File: config.mk
export PLATFORM = sky130hd
export DESIGN_NAME = opb_register_simulink2ppc_snap
export DESIGN_NICKNAME = d
export VERILOG_FILES = /design/src/rtl/opb_register_simulink2ppc_snap.sv
export SDC_FILE = /design/constraint.sdc
export NUM_CORES = 1
export LEC_CHECK = 0
export BUFFER_PORTS_ARGS = -buffer_cell sky130_fd_sc_hd__buf_2
export CAP_MARGIN = 25
export CORE_MARGIN = 2
export CORE_UTILIZATION = 47
export DETAILED_ROUTE_END_ITERATION = 10
export HOLD_SLACK_MARGIN = 0.08
export PLACE_DENSITY = 0.83
export SYNTH_ARGS = -nofsm -noshare
export SYNTH_HDL_FRONTEND = slang
export SYNTH_SLANG_ARGS = --single-unit
export TNS_END_PERCENT = 5
File: constraint.sdc
create_clock -name OPB_Clk -period 2 [get_ports OPB_Clk]
set_input_delay 0.1 -clock OPB_Clk [delete_from_list [all_inputs] [get_ports OPB_Clk]]
set_output_delay 0.1 -clock OPB_Clk [all_outputs]
set_load 0.03 [all_outputs]
File: src/rtl/opb_register_simulink2ppc_snap.sv
// opb_register_simulink2ppc_snap: OPB readback register with new-data flag, saturating overrun count and freeze.
module opb_register_simulink2ppc_snap #(
  parameter logic [31:0] C_BASEADDR   = 32'h01000C00,
  parameter logic [31:0] C_HIGHADDR   = 32'h01000CFF,
  parameter int          C_OPB_AWIDTH = 32,
  parameter int          C_OPB_DWIDTH = 32,
  parameter              C_FAMILY     = "virtex5"
) (
  input  logic        OPB_Clk,
  input  logic        OPB_Rst_n,
  input  logic [0:31] OPB_ABus,
  input  logic [0:3]  OPB_BE,
  input  logic [0:31] OPB_DBus,
  input  logic        OPB_RNW,
  input  logic        OPB_select,
  input  logic        OPB_seqAddr,
  output logic [0:31] Sl_DBus,
  output logic        Sl_xferAck,
  output logic        Sl_errAck,
  output logic        Sl_retry,
  output logic        Sl_toutSup,
  input  logic [31:0] user_data_in,
  input  logic        user_valid,
  output logic        user_freeze
);
  typedef enum logic [1:0] {IDLE, ACK, WAIT} state_t;
  state_t      state_q, state_d;
  logic        ack_q, ack_d;
  logic [31:0] sl_dbus_q, sl_dbus_d;
  logic [31:0] data_q, data_d;
  logic        valid_q, valid_d;
  logic        freeze_q, freeze_d;
  logic [15:0] ovr_q, ovr_d;
  logic        in_range, go, rd_data, ctrl_wr, clr_ovr, cap, ovr_inc;
  logic [1:0]  off;
  logic [31:0] rdata;
  logic        unused_in;
  logic [$bits(C_FAMILY)+C_OPB_AWIDTH+C_OPB_DWIDTH-1:0] unused_params;
  assign unused_in     = ^{OPB_seqAddr, OPB_BE[0:2], OPB_DBus[0:29]};
  assign unused_params = {C_FAMILY, {C_OPB_AWIDTH{1'b0}}, {C_OPB_DWIDTH{1'b0}}};
  // Side effects commit on the edge that launches the ack, so a read sees pre-capture DATA.
  always_comb begin
    in_range  = (OPB_ABus >= C_BASEADDR) && (OPB_ABus <= C_HIGHADDR);
    off       = OPB_ABus[28:29];
    go        = (state_q == IDLE) && OPB_select && in_range;
    rd_data   = go && OPB_RNW && (off == 2'd0);
    ctrl_wr   = go && !OPB_RNW && (off == 2'd2) && OPB_BE[3];
    clr_ovr   = ctrl_wr && OPB_DBus[31];
    cap       = user_valid && !freeze_q;
    ovr_inc   = cap && valid_q && !rd_data && (ovr_q != 16'hFFFF);
    rdata     = off == 2'd0 ? data_q :
                off == 2'd1 ? {valid_q, freeze_q, 14'd0, ovr_q} :
                off == 2'd2 ? {30'd0, freeze_q, 1'b0} : 32'd0;
    data_d    = cap ? user_data_in : data_q;
    valid_d   = cap ? 1'b1 : rd_data ? 1'b0 : valid_q;
    freeze_d  = ctrl_wr ? OPB_DBus[30] : freeze_q;
    ovr_d     = clr_ovr ? 16'd0 : ovr_inc ? ovr_q + 16'd1 : ovr_q;
    ack_d     = go;
    sl_dbus_d = (go && OPB_RNW) ? rdata : 32'd0;
    state_d   = state_q;
    case (state_q)
      IDLE:    state_d = go ? ACK : IDLE;
      ACK:     state_d = WAIT;
      WAIT:    state_d = OPB_select ? WAIT : IDLE;
      default: state_d = IDLE;
    endcase
  end
  always_ff @(posedge OPB_Clk) begin
    if (!OPB_Rst_n) begin
      state_q   <= IDLE;
      ack_q     <= 1'b0;
      sl_dbus_q <= 32'd0;
      data_q    <= 32'd0;
      valid_q   <= 1'b0;
      freeze_q  <= 1'b0;
      ovr_q     <= 16'd0;
    end else begin
      state_q   <= state_d;
      ack_q     <= ack_d;
      sl_dbus_q <= sl_dbus_d;
      data_q    <= data_d;
      valid_q   <= valid_d;
      freeze_q  <= freeze_d;
      ovr_q     <= ovr_d;
    end
  end
  assign Sl_DBus     = sl_dbus_q;
  assign Sl_xferAck  = ack_q;
  assign Sl_errAck   = 1'b0;
  assign Sl_retry    = 1'b0;
  assign Sl_toutSup  = 1'b0;
  assign user_freeze = freeze_q;
endmodule

==> flow_summary.yaml, run 1 <==
pwr:
  irDropWorstVdd_uv: 406
  p_per_area_nw_per_um2: 695
  static-leakage-power_uw: 0.00200
  power_uw: 3210
floorplan:
  dieArea_um2: 7940
  die_x_um: 89.1
  dieHeight_um: 89.1
  core.rowCount: 31
  core-area_um2: 7140
  ioPinCount: 143
  start_util_pct: 47.7
critical_path:
  cp-start-kind: "input port"
  path_buf_inv: 3
  critical_path_required_ns: 2.26
  cpLargestDelayFamily: "buffers and inverters"
  max_stage_delay_ns: 0.54
  worstPathMaxFanout: 4
  crit_arrival_ns: 2.22
  cpMaxStageDelayCell: "dlygate4sd3_1"
  crit_type: "in -> reg"
  worstPathCellList: "dlygate4sd3_1 > buf_2 > or4bb_4 > nor4_2 > buf_4 > a21o_1 > nor2_1 > a31o_2"
  crit_path_end_kind: "flop"
synthesis:
  syn_inst: 374
  ys_ff_latch: 85
  synth_top_area_share_pct: 50.0
  yosysTopAreaCell: "dfxtp_1"
  syn_avg_cell_area_um2: 9.10
  synth_cell_types: 47
  ys_async_sr_fraction_pct: 0
  synth_warnings: 0
  synth_ff_type: "dfxtp_1"
  netlist_top_cells_area: "dfxtp_1 50%, nand2_1 7.8%, a21oi_1 7.1%"
  ys_seq_area_share_pct: 50.0
  syn-cell-area_um2: 3400
  synth-edff-count: 0
cts:
  clockBufferDepth: 2
  clk_pin_slew_worst_paths_ns: 0.09
  htree_levels: 3
  cts_tree: "built"
  root_buffer: "clkbuf_8"
  cts_sinks: 85
  cts-buffers-inserted: 9
  clk_latency_ns: 0.37
timing:
  timing.final.ws_setup_ns: 0.0448
  finalHoldViolCount: 0
  fin_skew_ns: 0.0144
  period_share_pct: 97.8
  rsz0062_at_grt: "true"
  setup_viol: 0
  fin_crit_ns: 1.96
  max_freq_ghz: 0.511
  whs_ns: 0.125
  slew_violations: 0
  setup_tns_ns: 0
detailed_routing:
  firstDrtPassIters: 5
  via_per_inst: 5.15
  totalWireLength_um: 8540
  wl_per_cell_um: 13.8
  drc: 0
  ant_nets: 0
  dr_total_vias: 3188
  drt_iter0_drc: 209
finish:
  layout_common_cells: "99 x buf_2, 85 x dfxtp_1, 71 x nand2_1, 48 x a21oi_1, 35 x dlygate4sd3_1"
  layout_commonest_cell: "buf_2"
  area_delta_synth_final_pct: 35.8
  nets: 622
  antennaDiodeCount: 0
  final_layout_size_suffix_gt1_share_pct: 30.8
  finish.instance_area_um2: 4620
  fillers: 606
placed_design:
  dpl_cell_area_um2: 4050
  dp_slack_ns: 0.0294
  dp_hpwl_um: 5670
  portBuffers: 99
  gp_congestion: 0.839
grt:
  grt_max_degree: 36
  grt_pass1_vias: 2936
  grt_pass1_wl_um: 13200
  grt.total_usage_pct: 21.7
  globalRoute.totalOverflow: 0
  antenna_found_initial: 0
min_path:
  hold_class: "in -> reg"
status:
  status: "finished, final reports clean"
run:
  drv_cap: 0
-- report_power, final --
| part | internal (uW) | switching [uW] | leakage (uW) |
|---|---|---|---|
| Combinational | 148 | 132 | 0.00121 |
| Sequential | 1730 | 21.5 | 0.000691 |
| Clock | 558 | 624 | 0.0000990 |
-- synth_stat cells, drive strengths merged (3+ instances only) --
library cell  instances
o31ai                 8
nand3b                4
nor3                  5
and2                 17
nand2b                3
clkbuf               14
or4                  10
a21oi                48
nand2                71
dfxtp                85
nor4b                 3
o21ai                 3
nand4                 8
nor2                 23
nand3                 6
mux2i                20
a211oi                3
inv                   6
nor4                  5
buf                  10
-- timing repair --
action / 4_1_cts / 5_1_grt
hold buffers: 35 / 0
endpoints found under the setup margin: 0 / 12
setup buffers: 0 / 1
gates resized for setup: 0 / 6
hold endpoints to repair: 35 / 0
-- logic make-up after synthesis --
kind of cell    share of synthesized area [%]
flops                                    50.0
other cells                             0.110
buf+inv                                  4.30
simple gates                             27.6
compound gates                           11.8
mux                                      5.88
fa+ha+maj                               0.368
-- final timing paths --
check / slack [ns] / start / cells past startpoint / endpoint
worst max-delay path: 0.04 / OPB_RNW / 8 / ovr_q[13]
worst min-delay path: 0.12 / OPB_Rst_n / 3 / state_q[1]
worst min register to register: 0.45 / data_q[22] / 1 / Sl_DBus[9]
worst max register to register: 0.14 / state_q[0] / 6 / ovr_q[12]
-- layer usage --
layer / GRT usage, % / share of wire (%) / up-vias
li1: - / - / 1573
met1: 25.0 / 42 / 1499
met2: 38.0 / 49 / 100
met3: 5.36 / 6.6 / 16
met4: 9.23 / 2.3 / 0
met5: 0 / 0 / -
-- registers in the layout, indices dropped and copies added (netlist names) --
register	count
Sl_DBus	32
data_q	32
ovr_q	16
state_q	2
Sl_xferAck	1
user_freeze	1
valid_q	1
-- stage by stage --
stage          std cells  utilization (%)
2_1_floorplan        376                -
3_3_place_gp         567             56.7
3_5_place_dp         567             56.7
4_1_cts              618             64.4
5_1_grt              619             64.8
6_report             619             64.8
-- tightest hold or removal path, delay by kind of cell --
family / cells / cell delay, ns
AOI/OAI and AO/OA: 1 / 0.15
buffers and inverters: 2 / 0.20
-- cell type report --
class / instances / area (um2) / area share, %
multi-input cells: 261 / 1590 / 34.3
inverters: 6 / 22.5 / 0.487
clock inverters: 4 / 30.0 / 0.650
well taps: 99 / 124 / 2.68
flip-flops and latches: 85 / 1700 / 36.8
repair buffers: 152 / 993 / 21.5
clock buffers: 12 / 165 / 3.57
Power figures use the tool's default switching activity.
==> run 2: changes to the inputs <==
- CORE_ASPECT_RATIO: not set -> 0.7
==> run 2 against run 1 <==
- utilization grew 2.4 points
- cell area is essentially flat
- fmax grew 4.0%
- sequential cell count is the same
- count of clock-buffer cells in the layout shrank 3
- via count shrank 0.63%
- total power grew 2.4%
- register-to-register slack is essentially flat
- critical path depth is the same
- non-clock buffer count shrank 3
- combinational power is essentially flat
- die area grew 0.13%
- largest cell class unchanged
==> flow_summary.yaml, run 2 (synthesis results as in run 1) <==
status:
  status: "finished, final reports clean"
floorplan:
  ioPinCount: 143
  core-area_um2: 6880
  die_x_um: 106
  dieHeight_um: 75.2
  dieArea_um2: 7950
  start_util_pct: 49.5
  core.rowCount: 25
critical_path:
  worstPathCellList: "dlygate4sd3_1 > buf_2 > nor4b_2 > and4_4 > and2_1 > buf_12 > or4_1 > a21oi_1"
  cpMaxStageDelayCell: "dlygate4sd3_1"
  worstPathMaxFanout: 21
  reg2reg_slack_ns: 0.15
  path_buf_inv: 3
  r2r-start: "ovr_q[0]"
  reg2reg_to: "ovr_q[13]"
  startpoint: "OPB_select"
  crit_path_end_kind: "flop"
  cpLargestDelayFamily: "simple AND/OR/NAND/NOR gates"
  critical_path_required_ns: 2.28
  ff2ff_path_depth: 7
  crit_arrival_ns: 2.16
  crit_type: "in -> reg"
  cp-start-kind: "input port"
  max_stage_delay_ns: 0.53
cts:
  root_buffer: "clkbuf_8"
  cts-buffers-inserted: 9
  clk_pin_slew_worst_paths_ns: 0.09
  htree_levels: 3
  cts_sinks: 85
  clk_latency_ns: 0.36
  clockBufferDepth: 2
  cts_tree: "built"
placed_design:
  portBuffers: 99
  gp_congestion: 0.880
  dpl.cell_count: 559
  dp_hpwl_um: 5800
grt:
  globalRoute.totalOverflow: 0
  antenna_found_initial: 0
  grt_max_degree: 36
  grt.total_usage_pct: 23.0
  grt_pass1_vias: 3052
  grt_pass1_wl_um: 14300
finish:
  nets: 619
  layout_common_cells: "99 x buf_2, 85 x dfxtp_1, 71 x nand2_1, 48 x a21oi_1, 35 x dlygate4sd3_1"
  final_layout_size_suffix_gt1_share_pct: 30.4
  layout_commonest_cell: "buf_2"
  stdcell_count: 611
  area_delta_synth_final_pct: 35.8
  antennaDiodeCount: 0
timing:
  setup_tns_ns: 0
  period_share_pct: 94.0
  fin_crit_ns: 1.88
  max_freq_ghz: 0.532
  setup_viol: 0
  slew_violations: 0
  rsz0062_at_grt: "false"
  fin_skew_ns: 0.0113
  finalHoldViolCount: 0
pwr:
  irDropWorstVdd_uv: 428
  p_int_uw: 2480
  p_clk_share_pct: 38.1
  p_per_area_nw_per_um2: 712
  p_switching_uw: 812
  static-leakage-power_uw: 0.00200
  power_frac_comb_pct: 8.6
  p_sw_share_pct: 24.7
  pwr-share-seq_pct: 53.2
detailed_routing:
  firstDrtPassIters: 4
  drc: 0
  wl_per_cell_um: 14.3
  via_per_inst: 5.18
  ant_nets: 0
  totalWireLength_um: 8720
  dr_total_vias: 3168
  drt_iter0_drc: 170
min_path:
  min_path_cells: 3
  min_to: "state_q[1]"
  min_from: "OPB_Rst_n"
  hold_class: "in -> reg"
run:
  drv_cap: 0
## run 2: worst max-delay path by stage
| stage | endpoint | slack, ns | cells past startpoint |
|---|---|---|---|
| CTS | ovr_q[13] | 0.008 | 7 |
| global placement | Sl_DBus[16] | 0.05 | 6 |
| floorplan | ovr_q[10] | 0.17 | 7 |
| finish | ovr_q[3] | 0.12 | 8 |
| detailed placement | Sl_DBus[0] | -0.02 | 6 |
| global route | ovr_q[13] | 0.01 | 7 |
## run 2: area by class of cell
class / instances / area [um2]
Multi-Input combinational cell: 261 / 1590
Timing Repair Buffer: 149 / 983
Clock buffer: 9 / 124
Tap cell: 94 / 118
Fill cell: 584 / 2260
Sequential cell: 85 / 1700
Clock inverter: 7 / 81.3
Inverter: 6 / 22.5
## run 2: worst min-delay path, stage by stage
cell and delay, ns:
buf_2 0.08, inv_1 0.13, a21oi_1 0.15
## run 2: repair_timing
action,CTS,global route
resized for setup,0,7
endpoints found under the hold margin,35,0
hold buffers,35,0
endpoints found under the setup margin,0,48
buffers inserted,0,1
## run 2: stage by stage
step	util, %	area (um2)	worst slack (ns)	total power (uW)	hold slack (ns)
6_report	67.1	4620	0.120	3290	0.137
5_1_grt	67.1	4620	0.0107	3420	0.167
4_1_cts	66.7	4590	0.00841	3290	0.131
3_5_place_dp	58.6	4030	-0.0190	2020	0.347
3_3_place_gp	58.6	4030	0.0521	2010	0.341
2_1_floorplan	-	3410	0.173	1910	0.236
## run 2: metal layers
layer  up-vias  track usage, %  part of all wire, %
met2       128            39.2                   46
met3        13            6.49                  8.0
met5         -               0                    0
met1      1465            29.5                   45
met4         0            6.14                  1.3
li1       1562               -                    -
## run 2: power by group through the flow
stage / logic [uW] / clock network (uW) / registers (uW)
global placement: 218 / 0 / 1790
floorplan: 132 / 0 / 1780
finish: 284 / 1250 / 1750
global route: 312 / 1350 / 1760
detailed placement: 225 / 0 / 1790
CTS: 278 / 1270 / 1750
